$ cat config.mk
export PLATFORM = sky130hd
export DESIGN_NAME = branch_predictor
export DESIGN_NICKNAME = d
export VERILOG_FILES = /design/src/rtl/branch_predictor_pkg.sv /design/src/rtl/branch_predictor_sat_ctr.sv /design/src/rtl/branch_predictor.sv
export SDC_FILE = /design/constraint.sdc
export NUM_CORES = 2
export LEC_CHECK = 0
export CORE_MARGIN = 2
export CORE_UTILIZATION = 55
export DETAILED_ROUTE_END_ITERATION = 8
export HOLD_SLACK_MARGIN = 0.02
export PLACE_DENSITY = 0.7
export SETUP_SLACK_MARGIN = 0.4
export SYNTH_ARGS = -nofsm -noshare
export SYNTH_HDL_FRONTEND = slang
export SYNTH_SLANG_ARGS = --single-unit
export TNS_END_PERCENT = 10
$ cat constraint.sdc
create_clock -name CLK -period 7.6 [get_ports CLK]
set_input_delay 1.14 -clock CLK [delete_from_list [all_inputs] [get_ports CLK]]
set_output_delay 1.14 -clock CLK [all_outputs]
set_load 0.005 [all_outputs]
$ cat src/rtl/branch_predictor_pkg.sv
// Shared types and helpers for the direct-mapped BTB with saturating direction counters.
package bp_types_pkg;

    typedef enum logic [1:0] {
        STRONG_NT = 2'b00,
        WEAK_NT   = 2'b01,
        WEAK_T    = 2'b10,
        STRONG_T  = 2'b11
    } ctr_t;

    localparam int unsigned DEF_PC_W    = 30;
    localparam int unsigned DEF_ENTRIES = 16;
    localparam int unsigned DEF_CTR_W   = 2;
    localparam int unsigned DEF_STAT_W  = 32;

    // Weakly-taken is the counter midpoint; weakly-not-taken sits just below it.
    function automatic int unsigned ctr_weak_t(input int unsigned w);
        return 32'd1 << (w - 1);
    endfunction

    function automatic int unsigned ctr_weak_nt(input int unsigned w);
        return (32'd1 << (w - 1)) - 32'd1;
    endfunction

endpackage

$ cat src/rtl/branch_predictor_sat_ctr.sv
// Saturating up/down counter with synchronous load; shared by direction and statistics counters.
module sat_ctr #(
    parameter int unsigned     W       = 2,
    parameter logic [W-1:0]    RST_VAL = '0
) (
    input  logic         CLK,
    input  logic         nRST,
    input  logic         inc,
    input  logic         dec,
    input  logic         load,
    input  logic [W-1:0] load_val,
    output logic [W-1:0] q
);

    logic [W-1:0] cnt_q;
    logic [W-1:0] cnt_d;

    always_comb begin
        cnt_d = cnt_q;
        if (load) begin
            cnt_d = load_val;
        end else if (inc && (cnt_q != '1)) begin
            cnt_d = cnt_q + W'(1);
        end else if (dec && (cnt_q != '0)) begin
            cnt_d = cnt_q - W'(1);
        end
    end

    always_ff @(posedge CLK or negedge nRST) begin
        if (!nRST) begin
            cnt_q <= RST_VAL;
        end else begin
            cnt_q <= cnt_d;
        end
    end

    assign q = cnt_q;

endmodule

$ cat src/rtl/branch_predictor.sv
// Direct-mapped branch target buffer: combinational lookup for fetch, training and
// misprediction detection for decode, plus saturating resolved/mispredict statistics.
module branch_predictor
    import bp_types_pkg::*;
#(
    parameter int unsigned PC_W    = DEF_PC_W,
    parameter int unsigned ENTRIES = DEF_ENTRIES,
    parameter int unsigned CTR_W   = DEF_CTR_W,
    parameter int unsigned STAT_W  = DEF_STAT_W
) (
    input  logic              CLK,
    input  logic              nRST,
    input  logic [PC_W-1:0]   lk_pc,
    output logic              pred_hit,
    output logic              pred_taken,
    output logic [PC_W-1:0]   pred_target,
    input  logic              upd_valid,
    input  logic              upd_en,
    input  logic [PC_W-1:0]   upd_pc,
    input  logic              upd_taken,
    input  logic [PC_W-1:0]   upd_target,
    input  logic              upd_pred_taken,
    input  logic [PC_W-1:0]   upd_pred_target,
    output logic              mispredict,
    input  logic              inval,
    output logic [STAT_W-1:0] stat_branches,
    output logic [STAT_W-1:0] stat_mispred
);

    localparam int unsigned IDX_W = $clog2(ENTRIES);
    localparam int unsigned TAG_W = PC_W - IDX_W;
    localparam logic [CTR_W-1:0] CTR_WT  = CTR_W'(ctr_weak_t(CTR_W));
    localparam logic [CTR_W-1:0] CTR_WNT = CTR_W'(ctr_weak_nt(CTR_W));

    typedef struct packed {
        logic              valid;
        logic [TAG_W-1:0]  tag;
        logic [PC_W-1:0]   target;
    } btb_entry_t;

    function automatic logic [IDX_W-1:0] pc_idx(input logic [PC_W-1:0] pc);
        return pc[IDX_W-1:0];
    endfunction

    function automatic logic [TAG_W-1:0] pc_tag(input logic [PC_W-1:0] pc);
        return pc[PC_W-1:IDX_W];
    endfunction

    btb_entry_t        btb_q [ENTRIES];
    btb_entry_t        btb_d [ENTRIES];
    logic [CTR_W-1:0]  ctr   [ENTRIES];

    logic [IDX_W-1:0]  lk_idx;
    logic [IDX_W-1:0]  upd_idx;
    logic [TAG_W-1:0]  upd_tag;
    logic              upd_hit;
    logic              upd_fire;
    logic              upd_write;

    assign lk_idx      = pc_idx(lk_pc);
    assign pred_hit    = btb_q[lk_idx].valid && (btb_q[lk_idx].tag == pc_tag(lk_pc));
    assign pred_taken  = pred_hit && ctr[lk_idx][CTR_W-1];
    assign pred_target = pred_hit ? btb_q[lk_idx].target : lk_pc + PC_W'(1);

    assign upd_idx   = pc_idx(upd_pc);
    assign upd_tag   = pc_tag(upd_pc);
    assign upd_hit   = btb_q[upd_idx].valid && (btb_q[upd_idx].tag == upd_tag);
    assign upd_fire  = upd_valid && upd_en;
    // Statistics follow upd_fire, but entry training is suppressed by a same-cycle inval.
    assign upd_write = upd_fire && !inval;

    assign mispredict = upd_valid &&
                        ((upd_pred_taken != upd_taken) ||
                         (upd_taken && (upd_pred_target != upd_target)));

    always_comb begin
        btb_d = btb_q;
        if (inval) begin
            for (int unsigned i = 0; i < ENTRIES; i++) begin
                btb_d[i].valid = 1'b0;
            end
        end else if (upd_write && upd_taken) begin
            btb_d[upd_idx] = '{valid: 1'b1, tag: upd_tag, target: upd_target};
        end
    end

    always_ff @(posedge CLK or negedge nRST) begin
        if (!nRST) begin
            for (int unsigned i = 0; i < ENTRIES; i++) begin
                btb_q[i] <= '0;
            end
        end else begin
            btb_q <= btb_d;
        end
    end

    for (genvar g = 0; g < ENTRIES; g++) begin : g_ctr
        logic sel;
        assign sel = upd_write && (upd_idx == IDX_W'(g));
        sat_ctr #(.W(CTR_W), .RST_VAL(CTR_WNT)) u_ctr (
            .CLK      (CLK),
            .nRST     (nRST),
            .inc      (sel && upd_hit && upd_taken),
            .dec      (sel && upd_hit && !upd_taken),
            .load     (sel && !upd_hit && upd_taken),
            .load_val (CTR_WT),
            .q        (ctr[g])
        );
    end

    sat_ctr #(.W(STAT_W), .RST_VAL('0)) u_stat_branches (
        .CLK      (CLK),
        .nRST     (nRST),
        .inc      (upd_fire),
        .dec      (1'b0),
        .load     (1'b0),
        .load_val ('0),
        .q        (stat_branches)
    );

    sat_ctr #(.W(STAT_W), .RST_VAL('0)) u_stat_mispred (
        .CLK      (CLK),
        .nRST     (nRST),
        .inc      (upd_fire && mispredict),
        .dec      (1'b0),
        .load     (1'b0),
        .load_val ('0),
        .q        (stat_mispred)
    );

endmodule

==> impl_metrics.env <==
export IMPL_run_status="finished clean"
export IMPL_clkTransAtPathRegs_ns=0.06
export IMPL_clock_root_buffer="clkbuf_16"
export IMPL_drv_cap=0
export IMPL_nets=4163
export IMPL_path_class="primary input to output port"
export IMPL_design_core_area_mm2=0.0933
export IMPL_yosys_warnings=0
export IMPL_cts_max_level=3
export IMPL_vias=34752
export IMPL_antenna_found_initial=9
export IMPL_crit_path_start_kind="primary input"
export IMPL_start_util=0.555
export IMPL_grt_pass1_wl_um=232000
export IMPL_holdBufCountCts=0
export IMPL_drive_above_1_share=0.331
export IMPL_worst_pin_slew_ns=1.20
export IMPL_cts_buffer_depth=3
export IMPL_powerDensity_mw_per_mm2=224
export IMPL_reg2reg_depth=9
export IMPL_grt_pass1_vias=34925
export IMPL_synth_xor_area_frac=0.0293
export IMPL_insertion_delay_ns=0.70
export IMPL_dp_hpwl_um=94000
export IMPL_crit_buf_inv=5
export IMPL_avgSynthCellArea_um2=13.1
export IMPL_synth_top_family_by_area="multiplexers"
export IMPL_place_congestion=0.928
export IMPL_synth_simple_area_share=0.0737
export IMPL_hold_viol_final=0
export IMPL_synth_edf_count=0
export IMPL_synth_top_area_cell="dfrtp_1"
export IMPL_ys_async_sr_fraction=1.00
export IMPL_critical_path_depth=13
export IMPL_cts_buffers_inserted=106
export IMPL_detail_route_antenna_nets=0
export IMPL_drt_pass1_iterations=7
export IMPL_cp_arrival_ns=5.30
export IMPL_finClkSkew_ns=0.0280
export IMPL_portBuffers=223
export IMPL_slew_headroom=0.202
export IMPL_synthToLayoutAreaGrowth_pct=13.0
export IMPL_yosysSeqAreaShare=0.488
export IMPL_gr_total_overflow=0
export IMPL_pin_count=224
export IMPL_post_cts_resized=0
export IMPL_netlist_area_leader_share=0.479
export IMPL_drt_iter0_markers=3332
export IMPL_fin_tns_setup_ns=0
export IMPL_layout_min_cycle_time_ns=6.44
export IMPL_clock_sinks=1008
export IMPL_crit_slowest_cell="mux4_2"
export IMPL_synth_area_leaders="dfrtp_1 48%, mux4_2 16%, mux2_2 15%"
export IMPL_viasPerCell=6.47
export IMPL_synth_common_cells="992 x dfrtp_1, 690 x mux2_2, 512 x nand2_1"
export IMPL_cts_setup_buffers=0
export IMPL_die_area_mm2=0.0966
export IMPL_ys_types=77
export IMPL_fp_dieW_um=311
export IMPL_die_height_um=311
export IMPL_std_cell_rows=112
export IMPL_critPathTopFamily="buffers and inverters"
export IMPL_routed_wirelength_um=154000
export IMPL_synth_nets=4087
export IMPL_design_area_mm2=0.0585
export IMPL_route_detailed_drc=0
export IMPL_clock_fmax_mhz=155
export IMPL_rsz0062_at_grt="no"
export IMPL_required_ns=6.46
export IMPL_final_period_utilization=0.847
export IMPL_synth_adder_area_share=0.000725
export IMPL_crit_fanout=43
export IMPL_fin_cells=5371
export IMPL_cpPeakStageDelay_ns=0.51
export IMPL_yosysMostFrequentCell="dfrtp_1"
export IMPL_place_area_mm2=0.0550
export IMPL_setup_violations=0
export IMPL_synth_area_mm2=0.0518
export IMPL_worstPathCellList="buf_8 > buf_12 > buf_4 > mux4_2 > mux2i_1 > nor3_1 > a311oi_1 > o2111ai_1 > nor3_1 > nand4_1 > buf_4 > mux2_1 > clkdlybuf4s50_1"
export IMPL_hold_path_class="flip-flop to flip-flop"
export IMPL_leakage_nw=26.5
export IMPL_synthMuxAreaShare=0.332
export IMPL_drv_slew=0
export IMPL_grt_total_usage=0.320
export IMPL_vdd_ir_drop_max_v=0.000205
export IMPL_synth_compound_area_share=0.0433
export IMPL_cts_tree="built"
export IMPL_syn_inst=3957
export IMPL_synth_ff_type="dfrtp_1"
export IMPL_route_detailed_wl_per_inst_um=28.6
export IMPL_end_kind="output port"
export IMPL_ys_seq_elements=1008
export IMPL_grt_max_degree=175
export IMPL_whs_path_depth=2
export IMPL_dpl_cell_count=5179
[worst paths after layout]
kind                            start                    to  slack [ns]
setup / recovery             lk_pc[0]       pred_target[14]        1.16
hold / removal             btb_q[300]            btb_q[300]        0.47
setup reg to reg           btb_q[281]  g_ctr[13].u_ctr.q[1]        3.77
hold reg to reg            btb_q[300]            btb_q[300]        0.47
max in group asynchronous        nRST            btb_q[144]        5.34
min in group asynchronous        nRST  u_stat_mispred.q[20]        0.48
[routing by layer]
layer	wire length, µm	track usage
met4	5820	0.113
met5	59	0
met3	13600	0.0732
met1	62700	0.450
met2	71400	0.494
[logic make-up after synthesis]
family | count (synthesis)
mux | 1174
flops | 1008
simple gates | 836
buf+inv | 398
compound gates | 365
xor+xnor | 173
fa+ha+maj | 3
[sequential cells by signal (all words and copies together), names as in the netlist]
name	flops
u_stat_branches.q	32
u_stat_mispred.q	32
g_ctr.u_ctr.q	32
btb_q	912
[placed cells by master (no fill, tap or decap), types with 14 or more instances in the layout]
cell type        count
nor4_1              21
clkbuf_8            34
buf_4               75
dfstp_2             16
dfrtp_1            992
nor3_1              30
nand4_1             33
a41oi_1             18
xnor2_1            107
o21ai_1             17
inv_1               58
clkbuf_16          107
mux4_2             361
and3_1              14
xor2_1              66
o22ai_1             14
a21oi_1             25
nand2_1            507
clkbuf_1            29
mux2i_1             93
nand3_1             63
mux2_2             690
o21ai_0            190
clkdlybuf4s50_1    214
mux2_1              30
nor2_1              65
[per-stage QoR]
step / hold WS, ns / power [mW] / worst slack [ns] / utilization
final: 0.472 / 13.1 / 1.16 / 0.627
after global routing: 0.495 / 13.6 / 0.937 / 0.627
after CTS: 0.477 / 13.2 / 1.26 / 0.627
after detailed placement: 0.462 / 7.86 / 1.26 / 0.589
after global placement: 0.453 / 7.81 / 1.29 / 0.589
after floorplan: 0.441 / 7.15 / 2.32 / -
[report_power, final]
| part | internal (mW) | total [mW] | switching [mW] |
|---|---|---|---|
| Combinational | 0.857 | 1.71 | 0.849 |
| Clock | 3.12 | 5.33 | 2.21 |
| Sequential | 5.79 | 6.07 | 0.282 |
| Total | 9.77 | 13.1 | 3.34 |
[worst reg2reg max path, cell delays in order, from the launching register on]
cell	delay (ns)
dfrtp_1	0.41
mux4_2	0.48
mux2i_1	0.31
o32ai_1	0.23
a2111oi_0	0.38
and4_1	0.75
o211a_1	0.26
buf_4	0.44
a41oi_1	0.24
a31o_1	0.22
[layout make-up]
type                       count  area [µm²]
multi-input combinational   2551       24900
inverter                      60         228
antenna                        1        2.50
sequential                  1008       25200
timing repair buffer         306        2980
fill                        7130       34800
clock buffer                 170        3250
clock inverter                21         315
tap                         1254        1570
No activity file was read; power rests on OpenSTA's default activity.
